===== config.mk =====
export PLATFORM = sky130hd
export DESIGN_NAME = seq_addsub_unit_flat
export DESIGN_NICKNAME = d
export VERILOG_FILES = /design/src/rtl/seq_addsub_unit_pkg.sv /design/src/rtl/seq_addsub_unit_if.sv /design/src/rtl/seq_addsub_unit_digit_slice_add.sv /design/src/rtl/seq_addsub_unit.sv /design/src/flat_wrapper.sv
export SDC_FILE = /design/constraint.sdc
export NUM_CORES = 1
export LEC_CHECK = 0
export ABC_CLOCK_PERIOD_IN_PS = 1700
export CORE_ASPECT_RATIO = 0.8
export CORE_MARGIN = 2
export CORE_UTILIZATION = 30
export DETAILED_ROUTE_END_ITERATION = 7
export PLACE_DENSITY_LB_ADDON = 0.15
export SYNTH_ARGS = -nofsm -noshare
export SYNTH_HDL_FRONTEND = slang
export SYNTH_SLANG_ARGS = --single-unit

===== constraint.sdc =====
create_clock -name clk -period 1.7 [get_ports clk]
set_input_delay 0.51 -clock clk [delete_from_list [all_inputs] [get_ports clk]]
set_output_delay 0.51 -clock clk [all_outputs]
set_load 0.02 [all_outputs]

===== src/rtl/seq_addsub_unit_pkg.sv =====
// Shared types and helpers for the sequential adder/subtractor.
// Latency: none (declarations only).
// Backpressure: none (declarations only).
package seq_addsub_pkg;

    typedef enum logic [1:0] {
        ST_IDLE = 2'd0,
        ST_RUN  = 2'd1,
        ST_DONE = 2'd2
    } state_t;

    // Digit counter width: clog2(width/digit), never narrower than one bit.
    function automatic int cnt_width(input int width, input int digit);
        int n;
        n = width / digit;
        return (n > 1) ? $clog2(n) : 1;
    endfunction

endpackage


===== src/rtl/seq_addsub_unit_if.sv =====
// Start/done request bus between the operand registers and the add/sub unit.
// Latency: none (wires only).
// Backpressure: start is only honoured while the unit is idle (busy low).
interface seq_addsub_unit_if #(
    parameter int WIDTH = 8
);
    logic             start;
    logic             op_sub;
    logic [WIDTH-1:0] a;
    logic [WIDTH-1:0] b;
    logic             cin;
    logic             busy;
    logic             done;
    logic [WIDTH-1:0] result;
    logic             cout;
    logic             ovf;
    logic             zero;

    modport master (
        output start, op_sub, a, b, cin,
        input  busy, done, result, cout, ovf, zero
    );

    modport slave (
        input  start, op_sub, a, b, cin,
        output busy, done, result, cout, ovf, zero
    );
endinterface


===== src/rtl/seq_addsub_unit_digit_slice_add.sv =====
// DIGIT-bit ripple adder built from full-adder cells; exposes MSB carry-in for overflow.
// Latency: combinational.
// Backpressure: none.
module digit_slice_add #(
    parameter int DIGIT = 2
) (
    input  logic [DIGIT-1:0] a_i,
    input  logic [DIGIT-1:0] b_i,
    input  logic             cin_i,
    output logic [DIGIT-1:0] sum_o,
    output logic             cout_o,
    output logic             cmsb_o
);
    logic [DIGIT:0] c;

    assign c[0] = cin_i;

    for (genvar i = 0; i < DIGIT; i++) begin : g_fa
        assign sum_o[i] = a_i[i] ^ b_i[i] ^ c[i];
        assign c[i+1]   = (a_i[i] & b_i[i]) | (c[i] & (a_i[i] ^ b_i[i]));
    end

    assign cout_o = c[DIGIT];
    assign cmsb_o = c[DIGIT-1];
endmodule


===== src/rtl/seq_addsub_unit.sv =====
// Multi-cycle add/subtract, DIGIT bits per clock LSB first. Optional macro: SEQ_ADDSUB_SATURATE_EN.
// Latency: done pulses WIDTH/DIGIT+1 cycles after the start is accepted.
// Backpressure: start ignored while busy; results held until the next accepted start.
module seq_addsub_unit
    import seq_addsub_pkg::*;
#(
    parameter int WIDTH = 8,
    parameter int DIGIT = 2
) (
    input  logic                  clk,
    input  logic                  rst_n,
    seq_addsub_unit_if.slave      bus_if
);
    localparam int N  = WIDTH / DIGIT;
    localparam int CW = cnt_width(WIDTH, DIGIT);
    localparam logic [CW-1:0] LAST = CW'(N - 1);

    state_t            state_q, state_d;
    logic [WIDTH-1:0]  a_sh_q, a_sh_d;
    logic [WIDTH-1:0]  b_sh_q, b_sh_d;
    logic [WIDTH-1:0]  res_sh_q, res_sh_d;
    logic              carry_q, carry_d;
    logic [CW-1:0]     cnt_q, cnt_d;
    logic [WIDTH-1:0]  result_q, result_d;
    logic              cout_q, cout_d;
    logic              ovf_q, ovf_d;
    logic              zero_q, zero_d;

    logic [DIGIT-1:0]       slice_sum;
    logic                   slice_cout;
    logic                   slice_cmsb;
    logic [WIDTH+DIGIT-1:0] res_cat;
    logic [WIDTH-1:0]       res_next;
    logic [WIDTH-1:0]       res_final;
    logic                   ovf_raw;

    digit_slice_add #(.DIGIT(DIGIT)) u_slice (
        .a_i    (a_sh_q[DIGIT-1:0]),
        .b_i    (b_sh_q[DIGIT-1:0]),
        .cin_i  (carry_q),
        .sum_o  (slice_sum),
        .cout_o (slice_cout),
        .cmsb_o (slice_cmsb)
    );

    // New digit enters at the MSB end; after N steps the word is fully aligned.
    assign res_cat  = {slice_sum, res_sh_q};
    assign res_next = WIDTH'(res_cat >> DIGIT);
    assign ovf_raw  = slice_cmsb ^ slice_cout;

`ifdef SEQ_ADDSUB_SATURATE_EN
    // Overflow flips the sign bit, so the wrapped sign tells which limit to clamp to.
    assign res_final = ovf_raw ? {~res_next[WIDTH-1], {(WIDTH-1){res_next[WIDTH-1]}}}
                               : res_next;
`else
    assign res_final = res_next;
`endif

    // State and datapath registers, cleared on async reset (aborts any operation).
    always_ff @(posedge clk or negedge rst_n) begin
        if (!rst_n) begin
            state_q  <= ST_IDLE;
            a_sh_q   <= '0;
            b_sh_q   <= '0;
            res_sh_q <= '0;
            carry_q  <= 1'b0;
            cnt_q    <= '0;
            result_q <= '0;
            cout_q   <= 1'b0;
            ovf_q    <= 1'b0;
            zero_q   <= 1'b0;
        end else begin
            state_q  <= state_d;
            a_sh_q   <= a_sh_d;
            b_sh_q   <= b_sh_d;
            res_sh_q <= res_sh_d;
            carry_q  <= carry_d;
            cnt_q    <= cnt_d;
            result_q <= result_d;
            cout_q   <= cout_d;
            ovf_q    <= ovf_d;
            zero_q   <= zero_d;
        end
    end

    // Next-state and datapath steering: capture in IDLE, one digit per RUN cycle.
    always_comb begin
        state_d  = state_q;
        a_sh_d   = a_sh_q;
        b_sh_d   = b_sh_q;
        res_sh_d = res_sh_q;
        carry_d  = carry_q;
        cnt_d    = cnt_q;
        result_d = result_q;
        cout_d   = cout_q;
        ovf_d    = ovf_q;
        zero_d   = zero_q;
        case (state_q)
            ST_IDLE: begin
                if (bus_if.start) begin
                    a_sh_d   = bus_if.a;
                    b_sh_d   = bus_if.op_sub ? ~bus_if.b : bus_if.b;
                    carry_d  = bus_if.op_sub ? 1'b1 : bus_if.cin;
                    res_sh_d = '0;
                    cnt_d    = '0;
                    state_d  = ST_RUN;
                end
            end
            ST_RUN: begin
                a_sh_d   = a_sh_q >> DIGIT;
                b_sh_d   = b_sh_q >> DIGIT;
                res_sh_d = res_next;
                carry_d  = slice_cout;
                cnt_d    = cnt_q + CW'(1);
                if (cnt_q == LAST) begin
                    result_d = res_final;
                    cout_d   = slice_cout;
                    ovf_d    = ovf_raw;
                    zero_d   = (res_final == '0);
                    state_d  = ST_DONE;
                end
            end
            ST_DONE: begin
                state_d = ST_IDLE;
            end
            default: begin
                state_d = ST_IDLE;
            end
        endcase
    end

    assign bus_if.busy   = (state_q != ST_IDLE);
    assign bus_if.done   = (state_q == ST_DONE);
    assign bus_if.result = result_q;
    assign bus_if.cout   = cout_q;
    assign bus_if.ovf    = ovf_q;
    assign bus_if.zero   = zero_q;
endmodule


===== src/flat_wrapper.sv =====
// flat-port wrapper written by rule: the top's interface ports become plain ports
module seq_addsub_unit_flat import seq_addsub_pkg::*;
#(
    parameter int WIDTH = 8,
    parameter int DIGIT = 2
)
  (clk, rst_n, bus_if_start, bus_if_op_sub, bus_if_a, bus_if_b, bus_if_cin, bus_if_busy, bus_if_done, bus_if_result, bus_if_cout, bus_if_ovf, bus_if_zero);
  seq_addsub_unit_if #(.WIDTH(WIDTH)) bus_if_i ();
  input  logic clk;
  input  logic rst_n;
  input wire logic [$bits(bus_if_i.start)-1:0] bus_if_start;
  input wire logic [$bits(bus_if_i.op_sub)-1:0] bus_if_op_sub;
  input wire logic [$bits(bus_if_i.a)-1:0] bus_if_a;
  input wire logic [$bits(bus_if_i.b)-1:0] bus_if_b;
  input wire logic [$bits(bus_if_i.cin)-1:0] bus_if_cin;
  output wire logic [$bits(bus_if_i.busy)-1:0] bus_if_busy;
  output wire logic [$bits(bus_if_i.done)-1:0] bus_if_done;
  output wire logic [$bits(bus_if_i.result)-1:0] bus_if_result;
  output wire logic [$bits(bus_if_i.cout)-1:0] bus_if_cout;
  output wire logic [$bits(bus_if_i.ovf)-1:0] bus_if_ovf;
  output wire logic [$bits(bus_if_i.zero)-1:0] bus_if_zero;
  assign bus_if_i.start = bus_if_start;
  assign bus_if_i.op_sub = bus_if_op_sub;
  assign bus_if_i.a = bus_if_a;
  assign bus_if_i.b = bus_if_b;
  assign bus_if_i.cin = bus_if_cin;
  assign bus_if_busy = bus_if_i.busy;
  assign bus_if_done = bus_if_i.done;
  assign bus_if_result = bus_if_i.result;
  assign bus_if_cout = bus_if_i.cout;
  assign bus_if_ovf = bus_if_i.ovf;
  assign bus_if_zero = bus_if_i.zero;
  seq_addsub_unit #(.WIDTH(WIDTH), .DIGIT(DIGIT)) u_core (.clk(clk), .rst_n(rst_n), .bus_if(bus_if_i));
endmodule

==> flow_summary_export.csv, run 1 <==
group,metric,value,unit
sta,post-route-min-period,1.65,ns
worst_setup_path,required,1.19,ns
logic_synthesis,synthTopCellsByArea,"dfrtp_1, o21ai_0, mux2_2",
final_layout,stdcell_count,296,
logic_synthesis,yosysUniqueCellTypes,32,
placed_design,io_buffers,33,
logic_synthesis,ys_warn_count,0,
worst_setup_path,worstPathArrival,1.14,ns
sta,slew_viol_final,0,
routing,drt_iter0_drc,60,
logic_synthesis,yosys.area.top_type_share,0.526,
sta,setup_tns,0,ns
worst_setup_path,criticalPathCategory,"flip-flop to primary output",
status,run_status,"finished, final reports clean",
worst_setup_path,r2r_start,"u_core.b_sh_q[0]",
logic_synthesis,syn_area,1810,µm²
worst_setup_path,r2r-end,"u_core.bus_if.zero",
job,drv_cap,0,
power_and_ir_drop,power_density,1760,nW/µm²
logic_synthesis,yosysSeqAreaShare,0.526,
sta,worstMarginPinSlew,0.494,ns
power_and_ir_drop,vdd_drop_max,0.515,mV
worst_setup_path,crit_family,"flip-flops",
sta,relSlewSlack,0.671,
clocking,cts.clk_slew.worst_paths,0.09,ns
floorplanning,core-area,5880,µm²
worst_setup_path,path_buf_inv,1,
routing,via_per_inst,4.77,
final_layout,layout_commonest_cell,"dfrtp_1",
clocking,root_buffer,"clkbuf_8",
routing,wl_met3,173,µm
routing,top_layer,"met4",
floorplanning,io_pins,34,
hold_path,hold_class,"input pin to asynchronous set/reset pin",
floorplanning,die_w,90.8,µm
clocking,cts_buffer_depth,2,
routing,drc,0,
logic_synthesis,syn_inst,169,
placed_design,globalplace.congestion,0.722,
clocking,cts_num_sinks,38,
worst_setup_path,ff2ff_setup_slack,0.06,ns
routing,met2_length,1910,µm
worst_setup_path,start_kind,"flip-flop",
clocking,clk_latency,0.30,ns
worst_setup_path,reg2reg_depth,5,
global_routing,grt_max_degree,39,
sta,fmax,605,MHz
sta,finalHoldViolCount,0,
logic_synthesis,synth-edff-count,0,
routing,vias,1412,
final_layout,final_cell_mix,"dfrtp_1, clkdlybuf4s50_1, o21ai_0",
routing,firstDrtPassIters,4,
floorplanning,floorplan.initialDensity,0.307,
global_routing,grt.overflow.total,0,
global_routing,grt_pass1_wl,7060,µm
sta,setup_viol,0,
final_layout,drive_gt1_frac,0.177,
logic_synthesis,async_reset_ff_frac,1.00,
clocking,cts_tree,"done",
worst_setup_path,slowest_delay,0.40,ns
clocking,cts-buffers-inserted,5,
global_routing,track_usage,0.136,
routing,drt-met1-wl,2080,µm
clocking,h-tree-depth,2,
final_layout,antenna_cells,0,
clocking,hold_buffers,0,
logic_synthesis,synth_fp_nets,193,
routing,ant_nets,0,
worst_setup_path,path_cells,"or2_2 -> buf_2",
final_layout,final_nets,238,
routing,wl,4200,µm
final_layout,area_growth,34.9,%
routing,wl_per_cell,14.2,µm
power_and_ir_drop,fin_total_pwr,4.30,mW
global_routing,antenna_found_initial,0,
sta,clock_skew,0.0103,ns
floorplanning,die_area,6670,µm²
worst_setup_path,cp_slowest_cell,"dfrtp_1",
logic_synthesis,synth_ff_type,"dfrtp_1",
sta,period_share,0.972,
worst_setup_path,crit_fanout,3,
sta,rsz0062_at_grt,"false",
power_and_ir_drop,power.leakage,1.09,nW
floorplanning,dieHeight,73.4,µm
placed_design,dp_hpwl,2940,µm
placed_design,dp.cells,287,
logic_synthesis,syn-mean-instance-area,10.7,µm²
worst_setup_path,endpoint_kind,"primary output",
floorplanning,row_count,25,
logic_synthesis,synth-seq-cells,38,
logic_synthesis,yosysTopAreaCell,"dfrtp_1",
global_routing,grt_pass1_vias,1476,
==> cell type report <==
type	instances	area (µm²)
Fill cell	595	3440
Sequential cell	38	951
Multi-Input combinational cell	108	762
Timing Repair Buffer	50	447
Tap cell	81	101
Clock buffer	5	68.8
Clock inverter	3	68.8
Inverter	11	41.3
==> state kept, by name, summed over array words and instances (netlist names) <==
register,cells
u_core.bus_if.result,8
u_core.state_q,2
u_core.bus_if.cout,1
u_core.b_sh_q,8
u_core.carry_q,1
u_core.bus_if.zero,1
u_core.cnt_q,2
u_core.bus_if.ovf,1
u_core.res_sh_q,6
u_core.a_sh_q,8
==> layer usage <==
layer | global-route usage | up-vias
li1 | - | 684
met1 | 0.184 | 699
met2 | 0.211 | 24
met3 | 0.0472 | 5
met4 | 0.0337 | 0
met5 | 0 | -
==> kinds of logic (layout without fill, tap and decap cells) <==
family                     after synthesis  count (layout)  share of synthesized area
muxes                                    7               7                     0.0429
and+or+nand+nor                         35              35                      0.100
xor gates and xnor gates                 9               9                     0.0436
AOI/OAI and AO/OA                       54              54                      0.203
buffers and inverters                   23              69                     0.0554
DFF                                     38              38                      0.526
adders and majority gates                3               3                     0.0291
==> report_power, final <==
part           internal [mW]  total (mW)  leakage (nW)  switching (mW)
logic                  0.874        1.82         0.526           0.950
registers               1.28        1.53         0.493           0.252
clock network          0.588       0.939        0.0683           0.351
==> worst max-delay path by stage <==
stage               cells past startpoint         startpoint  slack (ns)            endpoint
global placement                        4       bus_if_start       -0.12    u_core.b_sh_q[3]
floorplan                               5     u_core.carry_q        0.07  u_core.bus_if.zero
global route                            5   u_core.b_sh_q[0]       0.002  u_core.bus_if.zero
finish                                  2  u_core.state_q[0]        0.05         bus_if_busy
CTS                                     5   u_core.b_sh_q[0]       0.003  u_core.bus_if.zero
detailed placement                      4       bus_if_start       -0.17    u_core.b_sh_q[2]
==> cell usage after synthesis (all sizes together) (2+ instances only) <==
library cell,n
dfrtp,38
o21ai,18
nand2,13
buf,11
inv,11
nor2b,10
a21oi,9
a22oi,8
xnor2,7
mux2,6
a22o,5
a221o,4
nor2,4
o32ai,4
a2bb2oi,2
fa,2
xor2,2
==> stage by stage <==
| step | util | instance area [µm²] | setup slack, ns | hold WS [ns] |
|---|---|---|---|---|
| final | 0.415 | 2440 | 0.0479 | 0.251 |
| after global routing | 0.415 | 2440 | 0.00215 | 0.287 |
| after CTS | 0.415 | 2440 | 0.00301 | 0.272 |
| after detailed placement | 0.393 | 2310 | -0.170 | 0.475 |
| after global placement | 0.393 | 2310 | -0.123 | 0.464 |
| after floorplan | - | 1810 | 0.0703 | 0.214 |
==> what timing repair did <==
action / in CTS / in global routing
endpoints found under the hold margin: 0 / 0
setup buffers: 1 / 0
pin swaps: 2 / 1
endpoints found under the setup margin: 15 / 2
gates resized for setup: 20 / 1
Note: power is estimated with default switching activity, not from simulation.
==> inputs of run 2 (changes only) <==
--- a/config.mk
+++ b/config.mk
@@ -6,6 +6,7 @@
 export NUM_CORES = 1
 export LEC_CHECK = 0
 export ABC_CLOCK_PERIOD_IN_PS = 1700
+export CAP_MARGIN = 40
 export CORE_ASPECT_RATIO = 0.8
 export CORE_MARGIN = 2
 export CORE_UTILIZATION = 30
==> results of run 2 <==
Final layout, timing and power as in run 1 (identical DEF).
